===== src/rtl/key_debounce_edge_gen.sv =====
`default_nettype none
`timescale 1ns/1ps
// +-----------------------------------------------------------------------------+
// | Module      : key_debounce_edge_gen                                         |
// | Description : Debounces a raw push-button pin into a clean pressed level    |
// |               and one-cycle press/release pulses. One instance per key.     |
// | Optional    : define KEY_AUTO_REPEAT_EN to re-pulse edgerise_o every        |
// |               REPEAT_CYCLES+1 cycles while the key stays pressed.           |
// | Ports       : clk_i        system clock                                     |
// |               rst_i        synchronous reset, active-high                   |
// |               key_i        raw asynchronous button pin                      |
// |               key_level_o  debounced level, 1 = pressed                     |
// |               edgerise_o   one-cycle pulse on accepted press                |
// |               edgefall_o   one-cycle pulse on accepted release              |
// | Revision    : 1.0  initial release                                          |
// +-----------------------------------------------------------------------------+
module key_debounce_edge_gen #(
    parameter int DEBOUNCE_CYCLES = 500000,
    parameter int KEY_ACTIVE_LOW  = 1,
    parameter int REPEAT_CYCLES   = 25000000
) (
    input  logic clk_i,
    input  logic rst_i,
    input  logic key_i,
    output logic key_level_o,
    output logic edgerise_o,
    output logic edgefall_o
);

    localparam int                 c_cnt_w        = $clog2(DEBOUNCE_CYCLES + 1);
    localparam logic [c_cnt_w-1:0] c_cnt_max      = c_cnt_w'(DEBOUNCE_CYCLES);
    localparam logic [c_cnt_w-1:0] c_cnt_one      = c_cnt_w'(1);
    // Pin level when the key is not pressed; also the XOR mask that normalises it.
    localparam logic               c_pin_released = (KEY_ACTIVE_LOW != 0);

    localparam logic [1:0] c_st_released     = 2'd0;
    localparam logic [1:0] c_st_press_pend   = 2'd1;
    localparam logic [1:0] c_st_pressed      = 2'd2;
    localparam logic [1:0] c_st_release_pend = 2'd3;

    logic               r_sync1;
    logic               r_sync2;
    logic               w_s;
    logic [1:0]         r_state;
    logic [1:0]         w_state_nxt;
    logic [c_cnt_w-1:0] r_cnt;
    logic [c_cnt_w-1:0] w_cnt_nxt;
    logic               w_level_nxt;
    logic               w_rise_acc;
    logic               w_rise_rpt;
    logic               w_fall;

    // Synchroniser; reset preloads the released level so a key already held
    // when reset lifts is seen as a fresh press.
    always_ff @(posedge clk_i) begin
        if (rst_i) begin
            r_sync1 <= c_pin_released;
            r_sync2 <= c_pin_released;
        end else begin
            r_sync1 <= key_i;
            r_sync2 <= r_sync1;
        end
    end

    assign w_s = r_sync2 ^ c_pin_released;

    always_comb begin
        w_state_nxt = r_state;
        w_cnt_nxt   = r_cnt;
        case (r_state)
            c_st_released: begin
                if (w_s) begin
                    w_state_nxt = c_st_press_pend;
                    w_cnt_nxt   = c_cnt_one;
                end
            end
            c_st_press_pend: begin
                if (!w_s) begin
                    w_state_nxt = c_st_released;
                    w_cnt_nxt   = '0;
                end else if (r_cnt == c_cnt_max) begin
                    w_state_nxt = c_st_pressed;
                    w_cnt_nxt   = '0;
                end else begin
                    w_cnt_nxt   = r_cnt + c_cnt_one;
                end
            end
            c_st_pressed: begin
                if (!w_s) begin
                    w_state_nxt = c_st_release_pend;
                    w_cnt_nxt   = c_cnt_one;
                end
            end
            c_st_release_pend: begin
                if (w_s) begin
                    w_state_nxt = c_st_pressed;
                    w_cnt_nxt   = '0;
                end else if (r_cnt == c_cnt_max) begin
                    w_state_nxt = c_st_released;
                    w_cnt_nxt   = '0;
                end else begin
                    w_cnt_nxt   = r_cnt + c_cnt_one;
                end
            end
            default: begin
                w_state_nxt = c_st_released;
                w_cnt_nxt   = '0;
            end
        endcase
    end

    // Pulses fire only on completed debounce transitions, never on reset.
    assign w_rise_acc  = (r_state == c_st_press_pend)   && (w_state_nxt == c_st_pressed);
    assign w_fall      = (r_state == c_st_release_pend) && (w_state_nxt == c_st_released);
    assign w_level_nxt = (w_state_nxt == c_st_pressed) || (w_state_nxt == c_st_release_pend);

`ifdef KEY_AUTO_REPEAT_EN
    localparam int                 c_rpt_w   = $clog2(REPEAT_CYCLES + 1);
    localparam logic [c_rpt_w-1:0] c_rpt_max = c_rpt_w'(REPEAT_CYCLES);
    localparam logic [c_rpt_w-1:0] c_rpt_one = c_rpt_w'(1);

    logic [c_rpt_w-1:0] r_rpt;
    logic [c_rpt_w-1:0] w_rpt_nxt;

    // Counts only while stably pressed; a release bounce holds the count so a
    // rejected release resumes the repeat cadence instead of restarting it.
    always_comb begin
        w_rpt_nxt  = '0;
        w_rise_rpt = 1'b0;
        case (r_state)
            c_st_pressed: begin
                if (!w_s) begin
                    w_rpt_nxt = r_rpt;
                end else if (r_rpt == c_rpt_max) begin
                    w_rise_rpt = 1'b1;
                    w_rpt_nxt  = '0;
                end else begin
                    w_rpt_nxt  = r_rpt + c_rpt_one;
                end
            end
            c_st_release_pend: w_rpt_nxt = r_rpt;
            default:           w_rpt_nxt = '0;
        endcase
    end

    always_ff @(posedge clk_i) begin
        if (rst_i) begin
            r_rpt <= '0;
        end else begin
            r_rpt <= w_rpt_nxt;
        end
    end
`else
    assign w_rise_rpt = 1'b0;
`endif

    always_ff @(posedge clk_i) begin
        if (rst_i) begin
            r_state     <= c_st_released;
            r_cnt       <= '0;
            key_level_o <= 1'b0;
            edgerise_o  <= 1'b0;
            edgefall_o  <= 1'b0;
        end else begin
            r_state     <= w_state_nxt;
            r_cnt       <= w_cnt_nxt;
            key_level_o <= w_level_nxt;
            edgerise_o  <= w_rise_acc | w_rise_rpt;
            edgefall_o  <= w_fall;
        end
    end

endmodule
`default_nettype wire

===== config.mk =====
export PLATFORM = sky130hd
export DESIGN_NAME = key_debounce_edge_gen
export DESIGN_NICKNAME = d
export VERILOG_FILES = /design/src/rtl/key_debounce_edge_gen.sv
export SDC_FILE = /design/constraint.sdc
export NUM_CORES = 1
export LEC_CHECK = 0
export CAP_MARGIN = 15
export CORE_ASPECT_RATIO = 0.8
export CORE_MARGIN = 2
export CORE_UTILIZATION = 62
export DETAILED_ROUTE_END_ITERATION = 10
export PLACE_DENSITY = 0.87
export RECOVER_POWER = 25
export SETUP_SLACK_MARGIN = 0.05
export SLEW_MARGIN = 20
export SYNTH_ARGS = -nofsm -noshare
export SYNTH_HDL_FRONTEND = slang
export SYNTH_SLANG_ARGS = --single-unit

===== constraint.sdc =====
create_clock -name clk_i -period 3.6 [get_ports clk_i]
set_clock_uncertainty 0.05 [all_clocks]
set_input_delay 0.72 -clock clk_i [delete_from_list [all_inputs] [get_ports clk_i]]
set_output_delay 0.72 -clock clk_i [all_outputs]
set_load 0.005 [all_outputs]

==> flow_summary.json <==
{
  "ys_seq_area_frac": 0.413,
  "fin_cells": 173,
  "worst_pin_slew_ps": 990,
  "drc": 0,
  "dp_hpwl_um": 1870,
  "crit_path_start_kind": "primary input",
  "die-width_um": 54.4,
  "synth-edff-count": 0,
  "wire_per_inst_um": 15.3,
  "max-clock-path-buffers": 2,
  "p_leak_nw": 0.454,
  "hold_slack_ps": 380,
  "gr-total-overflow": 0,
  "vdd_ir_drop_max_mv": 0.298,
  "relSlewSlack": 0.335,
  "ys_ff_latch": 26,
  "post_cts_buffers": 0,
  "rsz0062_at_grt": "no",
  "synth_cell_types": 34,
  "crit_required_ps": 3810,
  "vias_per_cell": 6.40,
  "setup_violations": 0,
  "synth_top_area_frac": 0.413,
  "grt.total_usage": 0.245,
  "ant_nets": 0,
  "hp-class": "reg -> reg",
  "grt_pass1_wl_um": 4280,
  "grt_max_degree": 31,
  "antenna_found_initial": 0,
  "syn_inst": 145,
  "synth_area_leaders": "dfxtp_1 41%, a31oi_1 6.4%, nand2_1 6.3%, a21oi_1 4.8%, buf_6 3.6%",
  "die_area_um2": 2410,
  "routed_wl_um": 2650,
  "clk_latency_ps": 320,
  "clkSlewWorstSetupHoldPaths_ps": 140,
  "placedCellCount": 169,
  "gp_congestion": 0.821,
  "pwr_density_cell_nw_per_um2": 382,
  "cts_buffers": 3,
  "area_growth_pct": 5.46,
  "final_common_cell": "dfxtp_1",
  "vias": 1108,
  "syn_avg_cell_area_um2": 8.70,
  "worst_ep_arrival_time_ps": 2530,
  "cts_sinks": 26,
  "fmax_ghz": 0.430,
  "grt_pass1_vias": 957,
  "syn_nets": 150,
  "critPathMaxFanout": 12,
  "firstDrtPassIters": 4,
  "htree_levels": 1,
  "synthArstFlopShare": 0,
  "io_buffers": 5,
  "min_period_ps": 2320,
  "drv_cap": 0,
  "final_cell_mix": "26 x dfxtp_1, 21 x nand2_1, 13 x a31oi_1",
  "io_pins": 6,
  "fin_crit_sh": 0.646,
  "cp-end-kind": "flip-flop",
  "drive_above_1_share": 0.0671,
  "finalSetupTns_ps": 0,
  "dieHeight_um": 44.3,
  "fillCellCount": 163,
  "drt_iter0_drc": 61,
  "synth_area_um2": 1260,
  "critical_path_class": "in -> reg",
  "synth_top_flop_cell": "dfxtp_1",
  "cts-root-buf": "clkbuf_4",
  "yosys.area.top_type": "dfxtp_1",
  "cts-hold-fix-buffers": 0,
  "row_count": 14,
  "start_util": 0.667,
  "status": "completed",
  "cts_tree": "yes",
  "ys_warn_count": 0,
  "n_antenna_cell": 0,
  "cts_resized": 0,
  "fin_nets": 155,
  "coreArea_um2": 1890,
  "hold_viol": 0,
  "slew_violations": 0
}
Yosys cell counts, drive strengths merged (4+ instances only):
library cell  instances
a22o                  4
nand2                21
dfxtp                26
inv                   5
nand3                 7
nor4                  4
buf                   5
a31oi                13
xnor2                 4
nor2                  7
and3                  4
a21oi                12
cells by family (layout without fill, tap and decap cells):
logic type                 Yosys count  in the layout  share of synthesized area
DFF                                 26             26                      0.413
adders and majority gates            2              2                     0.0198
xor gates and xnor gates             5              5                     0.0347
and+or+nand+nor                     64             64                      0.287
buffers and inverters               11             15                     0.0565
AOI/OAI and AO/OA                   37             37                      0.189
final cells by class:
cell class	count	area, um2	area share
Timing Repair Buffer	6	57.6	0.0433
Multi-Input combinational cell	108	651	0.489
Clock inverter	1	30.0	0.0226
Sequential cell	26	520	0.391
Inverter	5	18.8	0.0141
Tap cell	24	30.0	0.0226
Clock buffer	3	22.5	0.0169
power breakdown:
part	switching, mW	internal (mW)
Combinational	0.0100	0.00589
Sequential	0.00158	0.290
Clock	0.0877	0.113
Total	0.0994	0.408
registers in the layout, indices dropped and copies added, names as in the netlist:
| register | flops |
|---|---|
| r_state | 2 |
| edgerise_o | 1 |
| r_sync2 | 1 |
| edgefall_o | 1 |
| key_level_o | 1 |
| r_sync1 | 1 |
| r_cnt | 19 |
metrics by stage:
step                      power, mW  utilization  worst slack [ps]  instance area [um2]
after floorplan               0.309            -              1730                 1260
after global placement        0.312        0.685              1240                 1300
after detailed placement      0.313        0.685              1090                 1300
after CTS                     0.511        0.713              1410                 1350
after global routing          0.528        0.703              1180                 1330
final                         0.508        0.703              1280                 1330
critical path: stages:
cell and delay, ps:
dlygate4sd3_1 670, nor3_1 840, a21oi_1 100, o21ai_0 190
final timing paths:
path,to,slack [ps],cells past startpoint,startpoint
hold reg to reg,r_sync2$_SDFF_PP1_,380,1,r_sync1$_SDFF_PP1_
hold / removal,r_sync2$_SDFF_PP1_,380,1,r_sync1$_SDFF_PP1_
setup / recovery,r_cnt[4]$_SDFFE_PP0P_,1280,4,rst_i
setup reg to reg,r_cnt[2]$_SDFFE_PP0P_,1300,6,r_cnt[9]$_SDFFE_PP0P_
routing by layer:
| metal | track usage | share of wire | vias to the layer above |
|---|---|---|---|
| met5 | 0 | 0 | - |
| met4 | 0.0500 | 0 | 0 |
| met3 | 0.0709 | 0.084 | 0 |
| met2 | 0.400 | 0.49 | 48 |
| met1 | 0.323 | 0.43 | 519 |
| li1 | - | - | 541 |
Note: power is estimated with default switching activity, not from simulation.
==> RTL edit (same settings) <==
Add a define of `KEY_AUTO_REPEAT_EN`.
--- a/src/rtl/key_debounce_edge_gen.sv
+++ b/src/rtl/key_debounce_edge_gen.sv
@@ -15,4 +15,6 @@
 // | Revision    : 1.0  initial release                                          |
 // +-----------------------------------------------------------------------------+
+`define KEY_AUTO_REPEAT_EN
+
 module key_debounce_edge_gen #(
     parameter int DEBOUNCE_CYCLES = 500000,
Behaviour: no difference found for any inputs over 10 cycles, from zero or initial values and one cycle with rst_i high; that may be too few to reach the edited logic, so the function may still have changed.
==> RTL edit against the original RTL <==
Die area up 97%. Total power rose by 81%. Sequential cell count rose by 24. Final area grew 110%. Register-to-register slack better by 40 ps. Largest power group unchanged. Synthesized area grew 110%. Setup slack lost 85 ps. Wire length grew 100%.
==> RTL edit: results (changes against the original RTL) <==
metric,value,unit,change
Sw Ratio,0.2177,,was 0.1957
Port Buffers,5,,unchanged
largest net degree at the start of global routing,19,,was 31
Pre-antenna DRT Iters,5,,was 4
Starting DRT DRC Count,245,,was 61
ys flop type,dfxtp_1,,unchanged
gpl congestion,0.9260,,was 0.8208
nets,326,,was 155
top post-synthesis cells by area,"dfxtp_1, nor2_1, xnor2_1",,"was dfxtp_1, a31oi_1, nand2_1"
CP endpoint,r_rpt[24]$_SDFFE_PP0P_,,was r_cnt[4]$_SDFFE_PP0P_
sequential element share of the synthesized area,0.3828,,was 0.4127
Synth top cells by count,"dfxtp_1, nor2_1, nand2_1, xnor2_1, nand3_1",,"was dfxtp_1, nand2_1, a31oi_1, a21oi_1"
Arrival @ worst endpoint,2590,ps,was 2530 ps
share of cells above drive strength 1,0.07813,,was 0.06711
dpl hpwl,3869,um,was 1872 um
# Post-CTS Setup Buffers,0,,unchanged
Inserted Clock Buffers,5,,was 3
Hold Crit Class,reg -> reg,,unchanged
Routed Antenna Nets,0,,unchanged
root buffer cell,clkbuf_8,,was clkbuf_4
post-synth cell types,54,,was 34
Post-synth ARST share,0,,unchanged
Worst-Margin Slew,822.2,ps,was 990.2 ps
Synthesized Nets,323,,was 150
XOR/XNOR Fraction of Synth Area,0.07368,,was 0.03472
Synth Area in Adders,0.01914,,was 0.01984
static leakage,0.8249,nW,was 0.4543 nW
outcome,completed,,unchanged
maximum vdd ir drop,0.1804,mV,was 0.2983 mV
mux share of post-synthesis cell area,0.01196,,was 0
CP Max Fanout,14,,was 12
worst-case clock buffer depth,2,,unchanged
Reg2Reg Setup Slack,1340,ps,was 1300 ps
first-pass GRT wire length,8790,um,was 4284 um
Largest regs,"r_rpt x25, r_cnt x19",,"was r_cnt x19, r_state x2"
H-tree levels,2,,was 1
GRT Overall Usage,0.2319,,was 0.2453
via count,2264,,was 1108
Synth Area in Compound Gates,0.1321,,was 0.1895
CTS resizes,0,,unchanged
Crit. Startpoint,rst_i,,unchanged
worst-skew pair later-pin latency,300,ps,was 320 ps
clock slew at reported path FFs,90,ps,was 140 ps
Hold Slack,376.3,ps,was 379.8 ps
R2R Path Start,r_cnt[0]$_SDFFE_PP0P_,,was r_cnt[9]$_SDFFE_PP0P_
vias in the first global route,1911,,was 957
r2r endpoint,r_cnt[18]$_SDFFE_PP0P_,,was r_cnt[2]$_SDFFE_PP0P_
R2R depth,7,,was 6
initial antenna violation count,0,,unchanged
post-DR wirelength/cell,14.35,um,was 15.29 um
n_diodes,0,,unchanged
Yosys warnings,0,,unchanged
RTL edit: changes by cell type after synthesis, sizes merged, moves of 11 or more:
cell,unedited run,this run
nor2,7,44
dfxtp,26,50
nand2,21,34
xnor2,4,16
nand4,3,14
nor3,3,14
RTL edit: worst max-delay path, cell delays in order:
cell and delay [ps]:
dlygate4sd3_1 700, nand2b_1 320, a211oi_2 490, a41oi_1 190, a31oi_1 170
RTL edit: final cells by class:
| cell class | count | area, um^2 |
|---|---|---|
| Multi-Input combinational cell | 245 | 1503 |
| Fill cell | 341 | 1356 |
| Sequential cell | 50 | 1001 |
| Clock buffer | 7 | 86.33 |
| Tap cell | 57 | 71.32 |
| Timing Repair Buffer | 7 | 65.06 |
| Inverter | 10 | 37.54 |
| Clock inverter | 1 | 5.005 |
RTL edit: power by group through the flow:
stage	logic, mW	registers (mW)	clock network, mW
floorplan	0.0165	0.568	0
detailed placement	0.0221	0.570	0
CTS	0.0222	0.557	0.341
global placement	0.0217	0.570	0
global route	0.0249	0.558	0.359
finish	0.0225	0.557	0.337
RTL edit: layer usage:
layer  up-vias  wire length, um  track usage
met5         -                0            0
met4         0               38      0.07013
met3         5              375      0.03613
met2        87             2198       0.3502
met1      1031             2797       0.3462
li1       1141                -            -
RTL edit: cell families after synthesis:
family | count (synthesis)
and+or+nand+nor | 165
AOI/OAI and AO/OA | 51
DFF | 50
xor gates and xnor gates | 22
buffers and inverters | 21
adders and majority gates | 4
muxes | 3
RTL edit: worst min-delay path by stage:
stage	from	end	cells past startpoint
4_1_cts	r_sync1$_SDFF_PP1_	r_sync2$_SDFF_PP1_	1
5_1_grt	r_sync1$_SDFF_PP1_	r_sync2$_SDFF_PP1_	1
3_5_place_dp	r_sync1$_SDFF_PP1_	r_sync2$_SDFF_PP1_	1
2_1_floorplan	r_sync1$_SDFF_PP1_	r_sync2$_SDFF_PP1_	1
3_3_place_gp	r_sync1$_SDFF_PP1_	r_sync2$_SDFF_PP1_	1
6_report	r_sync1$_SDFF_PP1_	r_sync2$_SDFF_PP1_	1
RTL edit: metrics by stage:
step           worst slack, ps  instances  instance area (um^2)
2_1_floorplan             1747        316                  2615
3_3_place_gp              1015        369                  2688
3_5_place_dp             965.4        369                  2688
4_1_cts                   1261        377                  2779
5_1_grt                   1040        377                  2769
6_report                  1190        377                  2769
